===== config.mk =====
export PLATFORM = sky130hd
export DESIGN_NAME = tmu_scangen
export DESIGN_NICKNAME = d
export VERILOG_FILES = /design/src/rtl/tmu_scangen_pkg.sv /design/src/rtl/tmu_scangen_dda.sv /design/src/rtl/tmu_scangen.sv
export SDC_FILE = /design/constraint.sdc
export NUM_CORES = 1
export LEC_CHECK = 0
export ABC_AREA = 1
export CORE_ASPECT_RATIO = 0.9
export CORE_MARGIN = 2
export CORE_UTILIZATION = 29
export CTS_BUF_LIST = sky130_fd_sc_hd__clkbuf_4
export DETAILED_ROUTE_END_ITERATION = 6
export PLACE_DENSITY_LB_ADDON = 0.1
export SLEW_MARGIN = 10
export SYNTH_ARGS = -nofsm -noshare
export SYNTH_HDL_FRONTEND = slang
export SYNTH_SLANG_ARGS = --single-unit

===== constraint.sdc =====
create_clock -name sys_clk -period 7.7 [get_ports sys_clk]
set_clock_uncertainty 0.15 [all_clocks]
set_input_delay 0.77 -clock sys_clk [delete_from_list [all_inputs] [get_ports sys_clk]]
set_output_delay 0.77 -clock sys_clk [all_outputs]
set_load 0.01 [all_outputs]

===== src/rtl/tmu_scangen_pkg.sv =====
// Shared definitions for the TMU point-scan sequencer.
//   COORD_W      : width of screen and texture coordinates (11 bits)
//   FRAC_DEFAULT : default fractional bits of the U/V accumulators
//   scan_state_e : sequencer state encoding (IDLE=0, RUN=1, DRAIN=2)
package tmu_scangen_pkg;

  localparam int COORD_W      = 11;
  localparam int FRAC_DEFAULT = 6;

  typedef enum logic [1:0] {
    IDLE  = 2'd0,
    RUN   = 2'd1,
    DRAIN = 2'd2
  } scan_state_e;

endpackage


===== src/rtl/tmu_scangen_dda.sv =====
// Row/point accumulator pair for one texture coordinate (U or V).
// Ports:
//   clk_i, rst_ni : clock, asynchronous active-low reset
//   load_i        : latch gradients and initialise both accumulators from init_i
//   init_i        : integer coordinate at the rectangle origin
//   dx_i, dy_i    : signed 11.FRAC gradients per column / per row
//   step_i        : advance one column (add dx)
//   newrow_i      : advance one row (row start += dy, point reloads from it)
//   coord_o       : integer part of the point accumulator (truncated)
module tmu_scangen_dda
  import tmu_scangen_pkg::*;
#(
  parameter int FRAC = FRAC_DEFAULT,
  localparam int AW  = COORD_W + FRAC
) (
  input  logic               clk_i,
  input  logic               rst_ni,
  input  logic               load_i,
  input  logic [COORD_W-1:0] init_i,
  input  logic [AW-1:0]      dx_i,
  input  logic [AW-1:0]      dy_i,
  input  logic               step_i,
  input  logic               newrow_i,
  output logic [COORD_W-1:0] coord_o
);

  logic [AW-1:0] dx_q, dx_d;
  logic [AW-1:0] dy_q, dy_d;
  logic [AW-1:0] ur_q, ur_d;   // accumulator at the start of the current row
  logic [AW-1:0] u_q, u_d;     // accumulator at the current point

  always_comb begin
    dx_d = dx_q;
    dy_d = dy_q;
    ur_d = ur_q;
    u_d  = u_q;
    if (load_i) begin
      dx_d = dx_i;
      dy_d = dy_i;
      ur_d = {init_i, {FRAC{1'b0}}};
      u_d  = {init_i, {FRAC{1'b0}}};
    end else if (newrow_i) begin
      // Point reloads from the already-advanced row start.
      ur_d = ur_q + dy_q;
      u_d  = ur_q + dy_q;
    end else if (step_i) begin
      u_d  = u_q + dx_q;
    end
  end

  always_ff @(posedge clk_i or negedge rst_ni) begin
    if (!rst_ni) begin
      dx_q <= '0;
      dy_q <= '0;
      ur_q <= '0;
      u_q  <= '0;
    end else begin
      dx_q <= dx_d;
      dy_q <= dy_d;
      ur_q <= ur_d;
      u_q  <= u_d;
    end
  end

  // Integer part only: fractional bits are dropped (truncation, wraps naturally).
  assign coord_o = u_q[AW-1:FRAC];

endmodule


===== src/rtl/tmu_scangen.sv =====
// Point-scan sequencer at the head of the TMU pipeline. On start it latches a
// destination rectangle and affine U/V gradients, then emits one (X,Y,U,V)
// point per accepted handshake in raster order, and finally waits for the
// downstream stages to go idle before pulsing done.
// Ports:
//   sys_clk, sys_rst_n        : clock, asynchronous active-low reset
//   start, abort              : job go (IDLE only) / early stop (RUN only)
//   busy, done                : state != IDLE / one-cycle completion pulse
//   x0,y0,width,height        : destination rectangle
//   u0,v0                     : integer texture coordinate at (x0,y0)
//   du_dx,dv_dx,du_dy,dv_dy   : signed 11.FRAC gradients
//   pipe_stb_o, pipe_ack_i    : point handshake to the filter stage
//   P_X,P_Y,P_U,P_V           : current point
//   down_busy                 : downstream pipeline still has work in flight
module tmu_scangen
  import tmu_scangen_pkg::*;
#(
  parameter int FRAC = FRAC_DEFAULT
) (
  input  logic                     sys_clk,
  input  logic                     sys_rst_n,
  input  logic                     start,
  input  logic                     abort,
  output logic                     busy,
  output logic                     done,
  input  logic [COORD_W-1:0]       x0,
  input  logic [COORD_W-1:0]       y0,
  input  logic [COORD_W-1:0]       width,
  input  logic [COORD_W-1:0]       height,
  input  logic [COORD_W-1:0]       u0,
  input  logic [COORD_W-1:0]       v0,
  input  logic [COORD_W+FRAC-1:0]  du_dx,
  input  logic [COORD_W+FRAC-1:0]  dv_dx,
  input  logic [COORD_W+FRAC-1:0]  du_dy,
  input  logic [COORD_W+FRAC-1:0]  dv_dy,
  output logic                     pipe_stb_o,
  input  logic                     pipe_ack_i,
  output logic [COORD_W-1:0]       P_X,
  output logic [COORD_W-1:0]       P_Y,
  output logic [COORD_W-1:0]       P_U,
  output logic [COORD_W-1:0]       P_V,
  input  logic                     down_busy
);

  localparam logic [COORD_W-1:0] ONE = COORD_W'(1);

  scan_state_e        state_q;
  logic               stb_q, busy_q, done_q;
  logic [COORD_W-1:0] x0_q, w_q, h_q;
  logic [COORD_W-1:0] i_q, j_q;     // column / row index of the presented point
  logic [COORD_W-1:0] px_q, py_q;   // screen position, kept incrementally

  logic load, xfer, last_col, last_row, last_pt, step, newrow;

  assign load     = (state_q == IDLE) && start;
  assign xfer     = stb_q && pipe_ack_i;
  assign last_col = (i_q == w_q - ONE);
  assign last_row = (j_q == h_q - ONE);
  assign last_pt  = last_col && last_row;
  // Nothing advances past the final point so outputs stay put in DRAIN.
  assign step     = xfer && !last_col;
  assign newrow   = xfer && last_col && !last_row;

  always_ff @(posedge sys_clk or negedge sys_rst_n) begin
    if (!sys_rst_n) begin
      state_q <= IDLE;
      stb_q   <= 1'b0;
      busy_q  <= 1'b0;
      done_q  <= 1'b0;
      x0_q    <= '0;
      w_q     <= '0;
      h_q     <= '0;
      i_q     <= '0;
      j_q     <= '0;
      px_q    <= '0;
      py_q    <= '0;
    end else begin
      done_q <= 1'b0;
      case (state_q)
        IDLE: begin
          if (start) begin
            x0_q   <= x0;
            w_q    <= width;
            h_q    <= height;
            i_q    <= '0;
            j_q    <= '0;
            px_q   <= x0;
            py_q   <= y0;
            busy_q <= 1'b1;
            if ((width != '0) && (height != '0)) begin
              state_q <= RUN;
              stb_q   <= 1'b1;
            end else begin
              state_q <= DRAIN;
            end
          end
        end
        RUN: begin
          if (xfer && !last_pt) begin
            if (last_col) begin
              i_q  <= '0;
              j_q  <= j_q + ONE;
              px_q <= x0_q;
              py_q <= py_q + ONE;
            end else begin
              i_q  <= i_q + ONE;
              px_q <= px_q + ONE;
            end
          end
          // A transfer in the abort cycle still counts; nothing is offered after it.
          if (abort || (xfer && last_pt)) begin
            state_q <= DRAIN;
            stb_q   <= 1'b0;
          end
        end
        DRAIN: begin
          // done is raised while still in DRAIN so it coincides with the last
          // busy cycle; the following edge returns to IDLE.
          if (done_q) begin
            state_q <= IDLE;
            busy_q  <= 1'b0;
          end else if (!down_busy) begin
            done_q <= 1'b1;
          end
        end
        default: begin
          state_q <= IDLE;
          stb_q   <= 1'b0;
          busy_q  <= 1'b0;
        end
      endcase
    end
  end

  tmu_scangen_dda #(.FRAC(FRAC)) u_dda_u (
    .clk_i    (sys_clk),
    .rst_ni   (sys_rst_n),
    .load_i   (load),
    .init_i   (u0),
    .dx_i     (du_dx),
    .dy_i     (du_dy),
    .step_i   (step),
    .newrow_i (newrow),
    .coord_o  (P_U)
  );

  tmu_scangen_dda #(.FRAC(FRAC)) u_dda_v (
    .clk_i    (sys_clk),
    .rst_ni   (sys_rst_n),
    .load_i   (load),
    .init_i   (v0),
    .dx_i     (dv_dx),
    .dy_i     (dv_dy),
    .step_i   (step),
    .newrow_i (newrow),
    .coord_o  (P_V)
  );

  assign pipe_stb_o = stb_q;
  assign busy       = busy_q;
  assign done       = done_q;
  assign P_X        = px_q;
  assign P_Y        = py_q;

endmodule


==> impl_metrics.ini <==
[place]
dp_hpwl_um = 32200
portBuffers = 186
gp_congestion = 0.869
post_dp_cell_area_um2 = 16500

[synthesis]
post-synth-top-area-cell = dfrtp_1
synth_commonest_cells = 727 x nand2_1, 218 x dfrtp_1, 162 x nand3_1, 139 x inv_1, 129 x o21ai_0
syn_inst = 1970
syn_avg_cell_area_um2 = 7.23
yosys_register_bits = 218
post-synth-top-count-cell = nand2_1
synth_flop_cell = dfrtp_1
synth_edf_count = 0
yosysTopAreaCellShare_pct = 38.3
async_flop_share_pct = 100
yosysWarnings = 0
synth_cell_types = 44
synth_seq_area_share_pct = 38.3
ys_top_cells_by_area = dfrtp_1 38%, nand2_1 19%, ha_1 6.2%
syn_nets = 2184
synth.cell_area_um2 = 14200

[global_route]
grt_use_met3_pct = 4.00
antenna_found_initial = 2
global_route.usage.met1_pct = 24.4
grt_pass1_vias = 13400
grtUsageMet2_pct = 28.0
overflow = 0
grt_pass1_wl_um = 72100
grt.total_usage_pct = 17.8
grt-busiest-layer = met2
grt_max_degree = 109

[setup_path]
cp-end-kind = register
cp.arrival_ps = 4130
start_kind = register
timing.rr.end = P_Y[10]
reg2reg_depth = 15
crit_type = register to register
crit_required_ps = 8170
path_max_fanout = 26
timing.rr.start = w_q[0]
crit_start = w_q[0]
r2r_setup_slack_ps = 4040

[clock_network]
cts_sinks = 218
htreeDepth = 3
clock_path_buffers = 3
clk_transition_reported_paths_ps = 60
insertion_delay_ps = 770
cts_setup_buffers = 0
cts_tree = yes
root_buffer = clkbuf_4
cts-buffers-inserted = 68

[floorplanning]
die_area_um2 = 50900
rows = 77
die_width_um = 238
core_area_um2 = 48800
initial_utilization_pct = 29.1
dieHeight_um = 214
pin_count = 187

[job]
cap_violations = 0

[timing]
hold_viol = 0
rsz0062_at_grt = no
worst_slew_pin_slew_ps = 949
drv_slew = 0
timing.fmax_mhz = 273
fin_crit_sh_pct = 47.6
slew_headroom_pct = 36.6
setup_viol = 0
min_period_ps = 3660
tns_ps = 0

[power]
irDropWorstVdd_mv = 0.169
p_clk_share_pct = 17.3
seqPwrFrac_pct = 28.3
p_sw_mw = 3.47
sw_frac_of_total_pct = 47.7
p_per_area_nw_per_um2 = 418
power.share.combinational_pct = 54.3
p_int_mw = 3.81
leakage_nw = 8.78

[route]
via_per_inst = 4.67
drtAntennaViolNets = 0
num_vias = 13200
drcViolationCount = 0
wl_per_cell_um = 15.8
drt_first_pass_iters = 5
wl_um = 44700
drt_iter0_drc = 616

[min_path]
holdCritStartpoint = u_dda_v.ur_q[0]
worstHoldEndpoint = u_dda_v.ur_q[0]
whs_path_depth = 2
hold_path.class = register to register

[final_layout]
fin_nets = 2361
drive_above_1_share_pct = 6.97
area_delta_synth_final_pct = 22.4
final_area_um2 = 17400

[outcome]
outcome = finished, final reports clean
## layer usage
| metal | wire length [um] | vias up | share of wire (%) |
|---|---|---|---|
| li1 | - | 6792 | - |
| met1 | 21900 | 6079 | 49 |
| met2 | 19800 | 269 | 44 |
| met3 | 2010 | 68 | 4.5 |
| met4 | 1020 | 0 | 2.3 |
| met5 | 0 | - | 0 |
## registers in the layout, indices dropped and copies added, names as in the netlist
name          flops
u_dda_u.dx_q     17
j_q              11
u_dda_v.ur_q     17
busy              1
done              1
P_X              11
u_dda_v.dx_q     17
u_dda_u.ur_q     17
pipe_stb_o        1
i_q              11
u_dda_u.dy_q     17
w_q              11
u_dda_v.dy_q     17
P_Y              11
state_q           2
x0_q             11
u_dda_v.u_q      17
u_dda_u.u_q      17
h_q              11
## layout by cell type, fill, tap and decap left out, drive strengths merged, types with 3 or more instances in the layout
cell,count
clkdlybuf4s50,185
bufinv,4
nor3b,3
nand3,164
a21oi,77
nor2,129
ha,70
a21o,7
nor3,20
a21boi,3
dfrtp,218
nand2,735
nand3b,7
nand4,19
o21ai,136
o211ai,9
buf,8
or2,14
xnor2,28
inv,146
nor4,7
xor2,62
fa,4
a31oi,9
clkbuf,95
o211a,7
clkinv,17
o31ai,5
## power groups by stage
stage                     combinational [mW]  sequential (mW)  clock (mW)
after detailed placement                3.97             2.08           0
final                                   3.96             2.06        1.26
after global placement                  3.95             2.09           0
after floorplan                         2.93             1.92           0
after global routing                    4.56             2.13        1.39
after CTS                               4.00             2.07        1.32
## cells by family after synthesis
logic type,Yosys count,synth area share [%]
flops,218,38.3
xor+xnor,90,5.54
fa+ha+maj,74,6.71
simple gates,1100,32.5
buf+inv,231,7.01
compound gates,257,9.95
## worst max path at each step
stage / end
floorplan: u_dda_v.u_q[10]
global placement: u_dda_v.u_q[8]
CTS: P_Y[10]
detailed placement: u_dda_v.u_q[8]
global route: P_Y[3]
finish: P_Y[10]
## through the flow
step | total power [mW] | util (%) | hold WS [ps] | setup slack (ps) | instances
5_1_grt | 8.07 | 35.7 | 315 | 3530 | 2828
2_1_floorplan | 4.85 | - | 298 | 5230 | 1970
3_3_place_gp | 6.04 | 33.8 | 313 | 3760 | 2708
3_5_place_dp | 6.05 | 33.8 | 316 | 3830 | 2708
4_1_cts | 7.40 | 35.7 | 288 | 3990 | 2827
6_report | 7.29 | 35.7 | 328 | 4040 | 2828
## layout make-up
type                            count  area (um^2)
Multi-Input combinational cell   1521         7790
Fill cell                        5247        31400
Timing Repair Buffer              194         1930
Clock buffer                       95          713
Antenna cell                        1         2.50
Clock inverter                     23          200
Tap cell                          632          791
Inverter                          144          546
Sequential cell                   218         5460
## critical path, cell delays in order (launching register included)
cell and delay, ps:
dfrtp_1 380, inv_1 150, ha_1 250, inv_2 50
nor2_1 160, nand3_1 100, nand2_1 90, nand2_1 50
nand2_1 70, nand2_1 60, nor2_2 140, nand3_4 330
nand2_1 850, nand2_2 480, nand2_1 160, nand2_1 60
## what timing repair did
item                                   4_1_cts  5_1_grt
resized for setup                            0        0
hold buffers                                 1        0
endpoints found under the hold margin      105        0
Note: power is estimated with default switching activity, not from simulation.
